## config.mk

```make
export PLATFORM = sky130hd
export DESIGN_NAME = sqrt_rem_seq_flat
export DESIGN_NICKNAME = d
export VERILOG_FILES = /design/src/rtl/sqrt_rem_seq_if.sv /design/src/rtl/sqrt_rem_seq.sv /design/src/flat_wrapper.sv
export SDC_FILE = /design/constraint.sdc
export NUM_CORES = 1
export LEC_CHECK = 0
export ABC_AREA = 1
export BUFFER_PORTS_ARGS = -buffer_cell sky130_fd_sc_hd__buf_4
export CAP_MARGIN = 20
export CORE_MARGIN = 2
export CORE_UTILIZATION = 50
export DETAILED_ROUTE_END_ITERATION = 8
export PLACE_DENSITY = 0.7
export SLEW_MARGIN = 10
export SYNTH_ARGS = -nofsm -noshare
export SYNTH_HDL_FRONTEND = slang
export SYNTH_SLANG_ARGS = --single-unit
```

## constraint.sdc

```tcl
create_clock -name clk -period 7.09 [get_ports clk]
set_input_delay 0.3545 -clock clk [delete_from_list [all_inputs] [get_ports clk]]
set_output_delay 0.3545 -clock clk [all_outputs]
set_load 0.01 [all_outputs]
```

## src/rtl/sqrt_rem_seq_if.sv

```systemverilog
// Handshake and result bus for the sequential square-root unit.
interface sqrt_rem_seq_if #(
    parameter int unsigned N = 16
);
    logic           flush;
    logic           in_valid;
    logic           in_ready;
    logic [N-1:0]   a;
    logic           round;
    logic           out_valid;
    logic           out_ready;
    logic [N/2-1:0] root;
    logic [N/2:0]   rem;
    logic           exact;
    logic           sat;

    modport master (
        output flush, in_valid, a, round, out_ready,
        input  in_ready, out_valid, root, rem, exact, sat
    );

    modport slave (
        input  flush, in_valid, a, round, out_ready,
        output in_ready, out_valid, root, rem, exact, sat
    );
endinterface

```

## src/rtl/sqrt_rem_seq.sv

```systemverilog
// Sequential digit-by-digit integer square root with floor remainder,
// optional round-to-nearest root and saturation flag. S root bits per clock.
module sqrt_rem_seq #(
    parameter int unsigned N = 16,
    parameter int unsigned S = 1
) (
    input logic           clk,
    input logic           rst,
    sqrt_rem_seq_if.slave bus
);
    localparam int unsigned H  = N / 2;
    localparam int unsigned L  = N / (2 * S);
    localparam int unsigned RW = H + 3;
    localparam int unsigned CW = (L > 1) ? $clog2(L) : 1;

    typedef enum logic [1:0] {IDLE, CALC, DONE} state_t;

    state_t         state_q;
    logic [N-1:0]   a_q;
    logic           round_q;
    logic [H-1:0]   q_q;
    logic [RW-1:0]  r_q;
    logic [CW-1:0]  cnt_q;
    logic [H-1:0]   root_q;
    logic [H:0]     rem_q;
    logic           exact_q;
    logic           sat_q;
    logic           out_valid_q;

    logic [N-1:0]   a_d;
    logic [H-1:0]   q_d;
    logic [RW-1:0]  r_d;
    logic [RW-1:0]  trial;
    logic [RW-1:0]  cmp;
    logic           inc;
    logic           sat_d;
    logic [H-1:0]   root_d;

    // S restoring root-digit steps per clock, consuming radicand bit pairs MSB-first
    always_comb begin
        a_d   = a_q;
        q_d   = q_q;
        r_d   = r_q;
        trial = '0;
        cmp   = '0;
        for (int unsigned i = 0; i < S; i++) begin
            trial = {r_d[RW-3:0], a_d[N-1 -: 2]};
            cmp   = {RW'(q_d) << 2} | RW'(1);
            if (trial >= cmp) begin
                r_d = trial - cmp;
                q_d = {q_d[H-2:0], 1'b1};
            end else begin
                r_d = trial;
                q_d = {q_d[H-2:0], 1'b0};
            end
            a_d = {a_d[N-3:0], 2'b00};
        end
    end

    // Round-to-nearest adjustment of the final floor root, saturating at all-ones
    always_comb begin
        inc    = round_q && (r_d > RW'(q_d));
        sat_d  = inc && (&q_d);
        root_d = (inc && !sat_d) ? q_d + H'(1) : q_d;
    end

    // Accept only while idle and not being flushed
    assign bus.in_ready  = (state_q == IDLE) && !bus.flush;
    assign bus.out_valid = out_valid_q;
    assign bus.root      = root_q;
    assign bus.rem       = rem_q;
    assign bus.exact     = exact_q;
    assign bus.sat       = sat_q;

    // Control FSM, datapath iteration and registered results
    always_ff @(posedge clk or posedge rst) begin
        if (rst) begin
            state_q     <= IDLE;
            a_q         <= '0;
            round_q     <= 1'b0;
            q_q         <= '0;
            r_q         <= '0;
            cnt_q       <= '0;
            root_q      <= '0;
            rem_q       <= '0;
            exact_q     <= 1'b0;
            sat_q       <= 1'b0;
            out_valid_q <= 1'b0;
        end else if (bus.flush) begin
            state_q     <= IDLE;
            out_valid_q <= 1'b0;
        end else begin
            case (state_q)
                IDLE: begin
                    if (bus.in_valid) begin
                        a_q     <= bus.a;
                        round_q <= bus.round;
                        q_q     <= '0;
                        r_q     <= '0;
                        cnt_q   <= '0;
                        state_q <= CALC;
                    end
                end
                CALC: begin
                    a_q   <= a_d;
                    q_q   <= q_d;
                    r_q   <= r_d;
                    cnt_q <= cnt_q + CW'(1);
                    if (cnt_q == CW'(L - 1)) begin
                        root_q      <= root_d;
                        rem_q       <= r_d[H:0];
                        exact_q     <= (r_d == '0);
                        sat_q       <= sat_d;
                        out_valid_q <= 1'b1;
                        state_q     <= DONE;
                    end
                end
                DONE: begin
                    if (bus.out_ready) begin
                        out_valid_q <= 1'b0;
                        state_q     <= IDLE;
                    end
                end
                default: state_q <= IDLE;
            endcase
        end
    end
endmodule

```

## src/flat_wrapper.sv

```systemverilog
// flat-port wrapper written by rule: the top's interface ports become plain ports
module sqrt_rem_seq_flat 
#(
    parameter int unsigned N = 16,
    parameter int unsigned S = 1
)
  (clk, rst, bus_flush, bus_in_valid, bus_a, bus_round, bus_out_ready, bus_in_ready, bus_out_valid, bus_root, bus_rem, bus_exact, bus_sat);
  sqrt_rem_seq_if #(.N(N)) bus_i ();
  input logic clk;
  input logic rst;
  input wire logic [$bits(bus_i.flush)-1:0] bus_flush;
  input wire logic [$bits(bus_i.in_valid)-1:0] bus_in_valid;
  input wire logic [$bits(bus_i.a)-1:0] bus_a;
  input wire logic [$bits(bus_i.round)-1:0] bus_round;
  input wire logic [$bits(bus_i.out_ready)-1:0] bus_out_ready;
  output wire logic [$bits(bus_i.in_ready)-1:0] bus_in_ready;
  output wire logic [$bits(bus_i.out_valid)-1:0] bus_out_valid;
  output wire logic [$bits(bus_i.root)-1:0] bus_root;
  output wire logic [$bits(bus_i.rem)-1:0] bus_rem;
  output wire logic [$bits(bus_i.exact)-1:0] bus_exact;
  output wire logic [$bits(bus_i.sat)-1:0] bus_sat;
  assign bus_i.flush = bus_flush;
  assign bus_i.in_valid = bus_in_valid;
  assign bus_i.a = bus_a;
  assign bus_i.round = bus_round;
  assign bus_i.out_ready = bus_out_ready;
  assign bus_in_ready = bus_i.in_ready;
  assign bus_out_valid = bus_i.out_valid;
  assign bus_root = bus_i.root;
  assign bus_rem = bus_i.rem;
  assign bus_exact = bus_i.exact;
  assign bus_sat = bus_i.sat;
  sqrt_rem_seq #(.N(N), .S(S)) u_core (.clk(clk), .rst(rst), .bus(bus_i));
endmodule
```

==> impl_metrics.toml <==
[outcome]
status = "finished clean"

[pwr]
p_switching_mw = 1.04
seq_power_share_pct = 21.8
swShare_pct = 51.5
p_int_mw = 0.977
clockPowerShare_pct = 13.3
pwr-share-comb_pct = 64.9
ir_drop_mv = 0.170
power.leakage_nw = 2.20
powerDensity_nw_per_um2 = 484

[setup_path]
path_max_fanout = 21
path_class = "register to register"
crit_end = "u_core.bus.root[0]"
reg2reg_depth = 24
timing.rr.end = "u_core.bus.root[0]"
cp.arrival_ns = 3.91
startpoint_type = "register"
startpoint = "u_core.q_q[4]"
end_kind = "register"
worstReg2RegStart = "u_core.q_q[4]"
reg2reg_slack_ns = 3.40
cp.required_ns = 7.31

[yosys]
netlist_area_um2 = 3630
ys_seq_area_share_pct = 40.7
synth_edf_count = 0
ys.flop_type = "dfrtp_1"
synthesis.nets = 523
synth_area_per_cell_um2 = 7.56
synth_cell_types = 37
synth_top_area_share_pct = 40.7
synthCells = 480
ys_async_sr_fraction_pct = 100
synthTopCellsByArea = "dfrtp_1, nand2_1, o21ai_0"
synth_warnings = 0
yosysTopAreaCell = "dfrtp_1"
ys_seq_elements = 59

[global_routing]
groute.usage.overall_pct = 23.7
grt_max_degree = 60
grt_pass1_vias = 3110
grt_pass1_wl_um = 14500
antenna_found_initial = 0
grt_remaining_overflow = 0

[cts]
clock_sink_count = 59
clk_latency_ns = 0.34
clkSlewWorstSetupHoldPaths_ns = 0.07
cts.repair.resized = 0
cts_root_buffer = "clkbuf_8"
numCtsBuffers = 9
cts.htree.levels = 3
cts_tree = "built"
cts_hold_buffers = 0
clk_path_buf_depth = 2
postCtsSetupRepairBufs = 0

[floorplanning]
dieHeight_um = 89.2
start_util_pct = 50.8
core_um2 = 7140
dieArea_um2 = 7950
die-width_um = 89.2
num_rows = 31
pin_count = 43

[route]
first_iter_violations = 183
firstDrtPassIters = 4
wl_per_cell_um = 13.7
vias = 3244
routed_wl_um = 8520
drt-vias-per-instance = 5.23
drtAntennaViolNets = 0
drc = 0

[finish]
fill_cells = 710
layout_commonest_cell = "nand2_1"
nets = 561
drive_above_1_share_pct = 16.3
n_antenna_cell = 0
layout.cells.non_filler = 620
synthToLayoutAreaGrowth_pct = 14.7
final_cell_mix = "nand2_1, dfrtp_1, inv_1, o21ai_0, buf_4"

[timing]
finalCritPeriodShare_pct = 52.0
tns_ns = 0
rsz0062_at_grt = "no"
clock_skew_ns = 0.0106
fin_crit_ns = 3.69
hold_viol_final = 0
final-setup-viol-count = 0
tightest_slew_ns = 0.933
final_max_slew_viol_count = 0
max_freq_mhz = 271
slew_headroom_pct = 37.7
setup_slack_ns = 3.40

[flow_run]
max_cap_violations = 0

[placed_design]
hpwlAfterDp_um = 6300
place.gp.congestion = 0.955
place_ws_ns = 3.45
dp_cells = 606
port_buffers = 42

[min_path]
min_path_type = "primary input to asynchronous set/reset pin"
==> power groups by stage <==
| stage | clock network, mW | registers (mW) | logic [mW] |
|---|---|---|---|
| 4_1_cts | 0.274 | 0.438 | 1.30 |
| 3_3_place_gp | 0 | 0.442 | 1.28 |
| 2_1_floorplan | 0 | 0.428 | 1.09 |
| 5_1_grt | 0.290 | 0.446 | 1.48 |
| 6_report | 0.268 | 0.439 | 1.31 |
| 3_5_place_dp | 0 | 0.443 | 1.30 |
==> worst min-delay path by stage <==
| stage | from | to | cells after the start |
|---|---|---|---|
| 6_report | rst | u_core.state_q[1] | 3 |
| 5_1_grt | bus_round | u_core.round_q | 2 |
| 4_1_cts | bus_round | u_core.round_q | 2 |
| 3_5_place_dp | u_core.bus.root[4] | u_core.bus.root[4] | 2 |
| 3_3_place_gp | u_core.bus.rem[5] | u_core.bus.rem[5] | 2 |
| 2_1_floorplan | u_core.a_q[0] | u_core.a_q[0] | 2 |
==> kinds of logic (layout without fill, tap and decap cells) <==
group	count (synthesis)	count (layout)	share of synthesized area, %
AO/OA/AOI/OAI	82	82	11.9
XOR/XNOR	5	5	1.21
adder cells (fa/ha/maj)	21	21	7.24
buffers and inverters	78	119	8.93
flip-flops	59	59	40.7
multiplexers	1	1	0.310
AND/OR/NAND/NOR	234	234	29.7
==> through the flow <==
step	hold WS [ns]	util, %	area (µm²)	total power, mW
after floorplan	0.454	-	3630	1.52
after global placement	0.467	56.0	4000	1.73
after detailed placement	0.466	56.0	4000	1.74
after CTS	0.238	58.3	4160	2.01
after global routing	0.253	58.3	4160	2.22
final	0.218	58.3	4160	2.01
==> cell usage after synthesis (all sizes together), types with 4 or more instances <==
library cell / instances
a21oi: 8
o21ai: 65
nand4: 14
nand3: 36
dfrtp: 59
nor2: 39
nand2: 137
buf: 4
o22ai: 5
inv: 59
ha: 21
clkbuf: 14
==> per-layer routing <==
layer	vias up	global-route usage [%]	wire length, µm
met1	1515	30.9	3930
met5	-	0	0
met3	14	4.62	369
met4	0	7.87	133
li1	1634	-	-
met2	81	39.5	4080
==> sequential cells by signal, summed over array words and instances, names as in the netlist <==
| register | flops |
|---|---|
| u_core.r_q | 9 |
| u_core.a_q | 16 |
| u_core.bus.sat | 1 |
| u_core.q_q | 8 |
| u_core.bus.root | 8 |
| u_core.bus.rem | 9 |
| u_core.bus.out_valid | 1 |
| u_core.cnt_q | 3 |
| u_core.state_q | 2 |
| u_core.bus.exact | 1 |
| u_core.round_q | 1 |
==> layout make-up <==
cell class | instances | area [µm²] | area share [%]
inverters | 60 | 225 | 5.41
repair buffers | 45 | 338 | 8.12
multi-input cells | 343 | 1830 | 44.0
well taps | 99 | 124 | 2.98
flip-flops and latches | 59 | 1480 | 35.5
clock inverters | 2 | 12.5 | 0.301
clock buffers | 12 | 155 | 3.73
==> critical path: stages (launching register included) <==
cell     delay (ns)
dfrtp_1        0.39
inv_1          0.15
ha_1           0.39
nand2_1        0.12
nor2_2         0.14
inv_1          0.06
nor2_2         0.11
nor2_2         0.06
nand2_4        0.23
inv_2          0.15
or2_1          0.23
o21ai_1        0.16
ha_1           0.28
nand2_1        0.10
o21ai_0        0.10
nand2_1        0.08
nand4_1        0.08
nand2_1        0.07
nand2_1        0.05
nand2_1        0.10
nand3_4        0.18
nand3_1        0.14
nand2_1        0.06
nand3_1        0.06
nand2_1        0.06
Note: power is estimated with default switching activity, not from simulation.
